<file path="config.mk">
export PLATFORM = sky130hd
export DESIGN_NAME = mem_stage_hs
export DESIGN_NICKNAME = d
export VERILOG_FILES = /design/src/rtl/mem_stage_pkg.sv /design/src/rtl/mem_stage_hs_load_extend.sv /design/src/rtl/mem_stage_hs.sv
export SDC_FILE = /design/constraint.sdc
export NUM_CORES = 1
export LEC_CHECK = 0
export ABC_CLOCK_PERIOD_IN_PS = 3160
export BUFFER_PORTS_ARGS = -buffer_cell sky130_fd_sc_hd__buf_2
export CAP_MARGIN = 20
export CORE_AREA = 2 2 194 196
export CTS_BUF_LIST = sky130_fd_sc_hd__clkbuf_16
export DETAILED_ROUTE_END_ITERATION = 10
export DIE_AREA = 0 0 196 198
export PLACE_DENSITY = 0.57
export SLEW_MARGIN = 20
export SYNTH_ARGS = -nofsm -noshare
export SYNTH_HDL_FRONTEND = slang
export SYNTH_HIERARCHICAL = 1
export SYNTH_SLANG_ARGS = --single-unit
</file>
<file path="constraint.sdc">
create_clock -name i_clk -period 3.16 [get_ports i_clk]
set_input_delay 0.158 -clock i_clk [delete_from_list [all_inputs] [get_ports i_clk]]
set_output_delay 0.158 -clock i_clk [all_outputs]
set_load 0.005 [all_outputs]
</file>
<file path="src/rtl/mem_stage_pkg.sv">
// Shared types for the MEM stage: funct3 encodings, FSM states and writeback mux selects.
package mem_stage_pkg;

  typedef enum logic [2:0] {
    F3_LB  = 3'b000,
    F3_LH  = 3'b001,
    F3_LW  = 3'b010,
    F3_LBU = 3'b100,
    F3_LHU = 3'b101
  } ld_funct3_e;

  typedef enum logic [2:0] {
    F3_SB = 3'b000,
    F3_SH = 3'b001,
    F3_SW = 3'b010
  } st_funct3_e;

  typedef enum logic {
    ST_IDLE = 1'b0,
    ST_WAIT = 1'b1
  } state_t;

  localparam logic [1:0] WB_SEL_ALU = 2'd0;
  localparam logic [1:0] WB_SEL_LD  = 2'd1;
  localparam logic [1:0] WB_SEL_PC4 = 2'd2;

  // funct3[1:0] encodes the access size for both loads and stores
  function automatic logic is_misaligned(input logic [2:0] funct3, input logic [1:0] addr_lo);
    return ((funct3[1:0] == 2'b01) && addr_lo[0]) ||
           ((funct3[1:0] == 2'b10) && (addr_lo != 2'b00));
  endfunction

endpackage

</file>
<file path="src/rtl/mem_stage_hs_load_extend.sv">
// Picks the addressed byte/half out of a raw memory word and sign- or zero-extends it.
module load_extend
  import mem_stage_pkg::*;
#(
  parameter int XLEN = 32
) (
  input  logic [XLEN-1:0] rdata,
  input  logic [1:0]      addr_lo,
  input  logic [2:0]      funct3,
  output logic [XLEN-1:0] result
);

  logic [7:0]  byte_sel;
  logic [15:0] half_sel;

  always_comb begin
    byte_sel = rdata[{addr_lo, 3'b000} +: 8];
    half_sel = rdata[{addr_lo[1], 4'b0000} +: 16];
    case (funct3)
      F3_LB:   result = {{(XLEN-8){byte_sel[7]}}, byte_sel};
      F3_LH:   result = {{(XLEN-16){half_sel[15]}}, half_sel};
      F3_LBU:  result = {{(XLEN-8){1'b0}}, byte_sel};
      F3_LHU:  result = {{(XLEN-16){1'b0}}, half_sel};
      default: result = rdata;
    endcase
  end

endmodule

</file>
<file path="src/rtl/mem_stage_hs.sv">
// MEM->WB pipeline stage: data-memory handshake with timeout, store lane steering,
// load alignment and the registered WB payload.
//   state   | meaning
//   ST_IDLE | no access outstanding; request issued combinationally for a new mem op
//   ST_WAIT | request held from latched addr/data/be until ack or timeout
module mem_stage_hs
  import mem_stage_pkg::*;
#(
  parameter int XLEN    = 32,
  parameter int NUM_HEX = 8,
  parameter int HEX_W   = 7,
  parameter int TMO_W   = 4
) (
  input  logic                     i_clk,
  input  logic                     i_reset_n,
  input  logic                     i_valid,
  output logic                     o_ready,
  input  logic                     i_flush,
  input  logic [XLEN-1:0]          i_inst,
  input  logic [XLEN-1:0]          i_pc,
  input  logic [XLEN-1:0]          i_alu_data,
  input  logic [XLEN-1:0]          i_rs2_data,
  input  logic                     i_lsu_wren,
  input  logic                     i_lsu_rden,
  input  logic [2:0]               i_slt_sl,
  input  logic [1:0]               i_wb_sel,
  input  logic                     i_rd_wren,
  input  logic [NUM_HEX*HEX_W-1:0] i_io_hex,
  output logic                     o_dmem_req,
  output logic                     o_dmem_we,
  output logic [XLEN-1:0]          o_dmem_addr,
  output logic [XLEN-1:0]          o_dmem_wdata,
  output logic [3:0]               o_dmem_be,
  input  logic                     i_dmem_ack,
  input  logic [XLEN-1:0]          i_dmem_rdata,
  output logic [4:0]               o_fwd_rd_addr,
  output logic                     o_fwd_valid,
  output logic                     o_wb_valid,
  output logic [XLEN-1:0]          o_wb_pc_add4,
  output logic [XLEN-1:0]          o_wb_alu_data,
  output logic [XLEN-1:0]          o_wb_ld_data,
  output logic [XLEN-1:0]          o_wb_inst,
  output logic [1:0]               o_wb_sel,
  output logic                     o_wb_rd_wren,
  output logic [NUM_HEX*HEX_W-1:0] o_io_hex,
  output logic                     o_misalign,
  output logic                     o_bus_err
);

  localparam logic [TMO_W-1:0] CNT_MAX = '1;

  state_t           state_q, state_d;
  logic [TMO_W-1:0] cnt_q;
  logic             flush_q;
  logic [XLEN-1:0]  addr_q, wdata_q;
  logic [3:0]       be_q;
  logic             we_q;
  logic [2:0]       f3_q;

  logic             mem_op, misaligned, ack, timeout, done, mis_drop, wb_valid_d;
  logic             in_wait;
  logic [3:0]       st_be;
  logic [XLEN-1:0]  st_wdata, ld_ext;

  assign mem_op     = i_valid & (i_lsu_wren | i_lsu_rden);
  assign misaligned = is_misaligned(i_slt_sl, i_alu_data[1:0]);
  assign in_wait    = (state_q == ST_WAIT);

  assign o_fwd_rd_addr = i_inst[11:7];
  assign o_fwd_valid   = i_valid & i_rd_wren & (i_inst[11:7] != 5'd0) & ~i_lsu_rden;

  always_comb begin
    st_be    = 4'b1111;
    st_wdata = i_rs2_data;
    case (i_slt_sl)
      F3_SB: begin
        st_be    = 4'b0001 << i_alu_data[1:0];
        st_wdata = {(XLEN/8){i_rs2_data[7:0]}};
      end
      F3_SH: begin
        st_be    = 4'b0011 << i_alu_data[1:0];
        st_wdata = {(XLEN/16){i_rs2_data[15:0]}};
      end
      default: ;
    endcase
  end

  // in WAIT the bus sees the values captured at issue, not the live EX inputs
  assign o_dmem_addr  = in_wait ? {addr_q[XLEN-1:2], 2'b00} : {i_alu_data[XLEN-1:2], 2'b00};
  assign o_dmem_we    = in_wait ? we_q    : i_lsu_wren;
  assign o_dmem_wdata = in_wait ? wdata_q : st_wdata;
  assign o_dmem_be    = in_wait ? be_q    : st_be;

  load_extend #(.XLEN(XLEN)) u_load_extend (
    .rdata   (i_dmem_rdata),
    .addr_lo (in_wait ? addr_q[1:0] : i_alu_data[1:0]),
    .funct3  (in_wait ? f3_q : i_slt_sl),
    .result  (ld_ext)
  );

  always_comb begin
    state_d    = state_q;
    o_dmem_req = 1'b0;
    ack        = 1'b0;
    timeout    = 1'b0;
    mis_drop   = 1'b0;
    done       = 1'b1;
    wb_valid_d = 1'b0;
    case (state_q)
      ST_IDLE: begin
        if (mem_op && !i_flush) begin
          if (misaligned) begin
            mis_drop = 1'b1;
          end else begin
            o_dmem_req = 1'b1;
            ack        = i_dmem_ack;
            done       = i_dmem_ack;
            if (!i_dmem_ack) state_d = ST_WAIT;
          end
        end
        wb_valid_d = i_valid & ~i_flush & ~mis_drop;
      end
      ST_WAIT: begin
        o_dmem_req = 1'b1;
        ack        = i_dmem_ack;
        timeout    = !i_dmem_ack && (cnt_q == CNT_MAX);
        done       = ack | timeout;
        if (done) state_d = ST_IDLE;
        wb_valid_d = i_valid & ~flush_q & ~i_flush & ~timeout;
      end
      default: state_d = ST_IDLE;
    endcase
  end

  assign o_ready = done;

  always_ff @(posedge i_clk) begin
    if (!i_reset_n) begin
      state_q       <= ST_IDLE;
      cnt_q         <= '0;
      flush_q       <= 1'b0;
      addr_q        <= '0;
      wdata_q       <= '0;
      be_q          <= '0;
      we_q          <= 1'b0;
      f3_q          <= '0;
      o_wb_valid    <= 1'b0;
      o_wb_pc_add4  <= '0;
      o_wb_alu_data <= '0;
      o_wb_ld_data  <= '0;
      o_wb_inst     <= '0;
      o_wb_sel      <= '0;
      o_wb_rd_wren  <= 1'b0;
      o_io_hex      <= '0;
      o_misalign    <= 1'b0;
      o_bus_err     <= 1'b0;
    end else begin
      state_q    <= state_d;
      o_io_hex   <= i_io_hex;
      o_misalign <= mis_drop;
      if (timeout) o_bus_err <= 1'b1;

      if (!in_wait && state_d == ST_WAIT) begin
        cnt_q   <= TMO_W'(1);
        flush_q <= 1'b0;
        addr_q  <= i_alu_data;
        wdata_q <= st_wdata;
        be_q    <= st_be;
        we_q    <= i_lsu_wren;
        f3_q    <= i_slt_sl;
      end else if (in_wait) begin
        cnt_q   <= done ? '0 : cnt_q + TMO_W'(1);
        flush_q <= done ? 1'b0 : (flush_q | i_flush);
      end

      if (done) begin
        o_wb_valid    <= wb_valid_d;
        o_wb_rd_wren  <= wb_valid_d & i_rd_wren;
        o_wb_pc_add4  <= i_pc + XLEN'(4);
        o_wb_alu_data <= i_alu_data;
        o_wb_ld_data  <= ack ? ld_ext : '0;
        o_wb_inst     <= i_inst;
        o_wb_sel      <= i_wb_sel;
      end else begin
        o_wb_valid   <= 1'b0;
        o_wb_rd_wren <= 1'b0;
      end
    end
  end

endmodule

</file>
==> results.cfg <==
[pwr]
p_per_area_mw_per_mm2 = 488
leakage_nw = 7.70
vdd_ir_drop_max_mv = 0.330

[setup_path]
cp.arrival_ps = 3180
crit_start = i_flush
critPathKind = input pin to flip-flop
critPathRequiredTime_ps = 3580
ff2ff_setup_slack_ps = 570
worstSetupStartpointType = input pin
timing.rr.start = in_wait
crit_path_end_kind = flip-flop
path_max_fanout = 74

[detailed_routing]
wire_per_inst_um = 18.3
ant_nets = 0
vias = 12100
dr.first_iter.drc_count = 569
wl_um = 44500
firstDrtPassIters = 5
via_per_inst = 4.97
drc = 0

[sta]
rsz0062_at_grt = false
min_period_ps = 2760
fin_tns_setup_ps = 0
hold_viol_final = 0
fin_hold_ws_ps = 22.5
finClkSkew_ps = 18.8
min_period_over_period_pct = 87.2
setup_viol = 0
fmax_mhz = 363
tightest_slew_ps = 1060
slew_headroom_pct = 29.3
maxSlewViolCount = 0

[finish]
fill_cells = 3486
final_area_mm2 = 0.0177
final_util_pct = 47.8
area.growth.synth_to_final_pct = 45.0
layout-drive-gt1-share_pct = 33.4
nNetsFinal = 2164

[global_route]
antenna_found_initial = 2
grt_pass1_vias = 12000
grt_pass1_wl_um = 67700
grt-ovfl-total = 0
track_usage_pct = 22.0
grt_max_degree = 208

[clock_tree]
clk_pin_slew_ps = 60
cts_root_buf = clkbuf_16
cts_tree = built
cts_resized = 0
h-tree-depth = 2
cts_num_sinks = 268
clk_latency_ps = 530
clock_path_buffers = 3
cts-buffers-inserted = 34

[logic_synthesis]
netlist_instances = 1334
synth_warnings = 6
async_flop_share_pct = 0
synth_flop_cell = dfxtp_1
synth_area_mm2 = 0.0122
synth_area_leaders = dfxtp_1, mux2_2, nand2_1, a21boi_1, o21ai_0
synth_edf_count = 0
synth-seq-cells = 268
yosysTopAreaCell = dfxtp_1
synth_commonest_cells = dfxtp_1, nand2_1, o21ai_0, clkbuf_1, nand3_1
synth_top_area_share_pct = 44.1
synth_area_per_cell_um2 = 9.13
yosysMostFrequentCell = dfxtp_1
synth_seq_area_share_pct = 44.1
synthDistinctLibCells = 61

[min_path]
hold_start = i_pc[26]
hold_path_class = input pin to flip-flop

[floorplanning]
die_w_um = 196
die_h_um = 198
rows = 71
start_util_pct = 32.9
core-area_mm2 = 0.0370
dieArea_mm2 = 0.0388
boundaryPins = 496

[run_status]
outcome = complete, no violations

[place]
dpl_cell_area_mm2 = 0.0147
place.port_buffers = 493
dpl.hpwl_um = 29200
gp_congestion = 0.891

[run]
cap_violations = 0
==> per-stage QoR <==
stage,total power [mW],std cells,setup WS [ps]
6_report,8.61,2431,404
3_3_place_gp,4.81,2186,664
5_1_grt,9.00,2431,279
4_1_cts,8.75,2430,422
3_5_place_dp,4.82,2186,614
2_1_floorplan,4.27,1335,352
==> placed cells by master (no fill, tap or decap), types with 3 or more instances in the layout <==
cell type,netlist,layout
a21boi_0,65,65
a21boi_1,73,73
a21oi_1,27,27
a221o_1,8,8
a22o_1,40,40
and2_1,57,57
and3_1,6,5
and4_1,3,3
buf_2,18,492
buf_4,8,12
clkbuf_16,0,38
clkinv_1,0,7
clkinv_2,0,5
clkinv_4,0,3
dfxtp_1,268,267
dlygate4sd3_1,0,185
inv_1,4,10
mux2_2,81,81
mux2i_1,22,22
nand2_1,195,195
nand2b_1,11,11
nand3_1,83,83
nand3b_1,8,8
nand4_1,7,7
nor2_1,17,17
nor2b_1,10,10
nor3_1,11,11
nor3b_1,4,4
o211a_1,10,10
o21a_1,6,6
o21ai_0,102,102
o22a_1,8,8
o31ai_1,17,17
xnor2_1,19,19
xor2_1,8,8
==> routing by layer <==
layer | routed length, um | part of all wire, % | GRT usage, %
met3 | 3380 | 7.6 | 6.88
met2 | 20900 | 47 | 37.2
met5 | 13 | 0.029 | 0
met4 | 2050 | 4.6 | 10.4
met1 | 18200 | 41 | 25.5
==> worst paths after layout <==
path                                          to  cells after the start
worst max-delay path                     flush_q                      8
worst min-delay path            o_wb_pc_add4[26]                      3
worst max register to register  o_wb_ld_data[14]                      5
worst min register to register        addr_q[29]                      2
==> state kept, by name, indices dropped and copies added, names as in the netlist <==
register       flops
o_wb_pc_add4      32
wdata_q           32
be_q               4
o_wb_ld_data      32
o_wb_valid         1
o_wb_sel           2
cnt_q              4
flush_q            1
addr_q            32
o_wb_rd_wren       1
o_misalign         1
f3_q               3
o_wb_inst         32
o_bus_err          1
o_wb_alu_data     32
in_wait            1
we_q               1
o_io_hex          56
==> cells by family (layout without fill, tap and decap cells) <==
group,after synthesis,after routing,synth area share [%]
AND/OR/NAND/NOR,428,428,17.3
AO/OA/AOI/OAI,368,368,21.3
flip-flops,268,268,44.1
buffers and inverters,135,756,5.52
multiplexers,104,104,9.49
XOR/XNOR,28,28,2.08
adder cells (fa/ha/maj),2,2,0.206
other,1,3,0.0308
==> critical path: stages <==
cell and delay (ps):
dlygate4sd3_1 560, buf_2 140, nor2b_1 200, o21ai_0 290
or4b_4 940, nand3_1 250, nor2_1 70, dlygate4sd3_1 550
==> repair_timing <==
item | in CTS | in global routing
hold endpoints to repair | 228 | 0
endpoints found under the setup margin | 0 | 0
setup buffers | 0 | 0
hold buffers | 185 | 0
==> power breakdown <==
| group | leakage, nW | internal, mW | switching, mW |
|---|---|---|---|
| Combinational | 4.95 | 0.661 | 0.659 |
| Sequential | 2.21 | 3.54 | 0.0698 |
| Clock | 0.543 | 2.15 | 1.53 |
| Total | 7.70 | 6.35 | 2.26 |
==> cell type report <==
class                      count  area, um2  area share [%]
clock buffer                  38        951            5.39
tap                          474        593            3.36
antenna                        1       2.50          0.0142
inverter                       5       18.8           0.106
timing repair buffer         692       4460            25.2
multi-input combinational    932       6160            34.9
sequential                   268       5370            30.4
clock inverter                21        100           0.567
No activity file was read; power rests on OpenSTA's default activity.
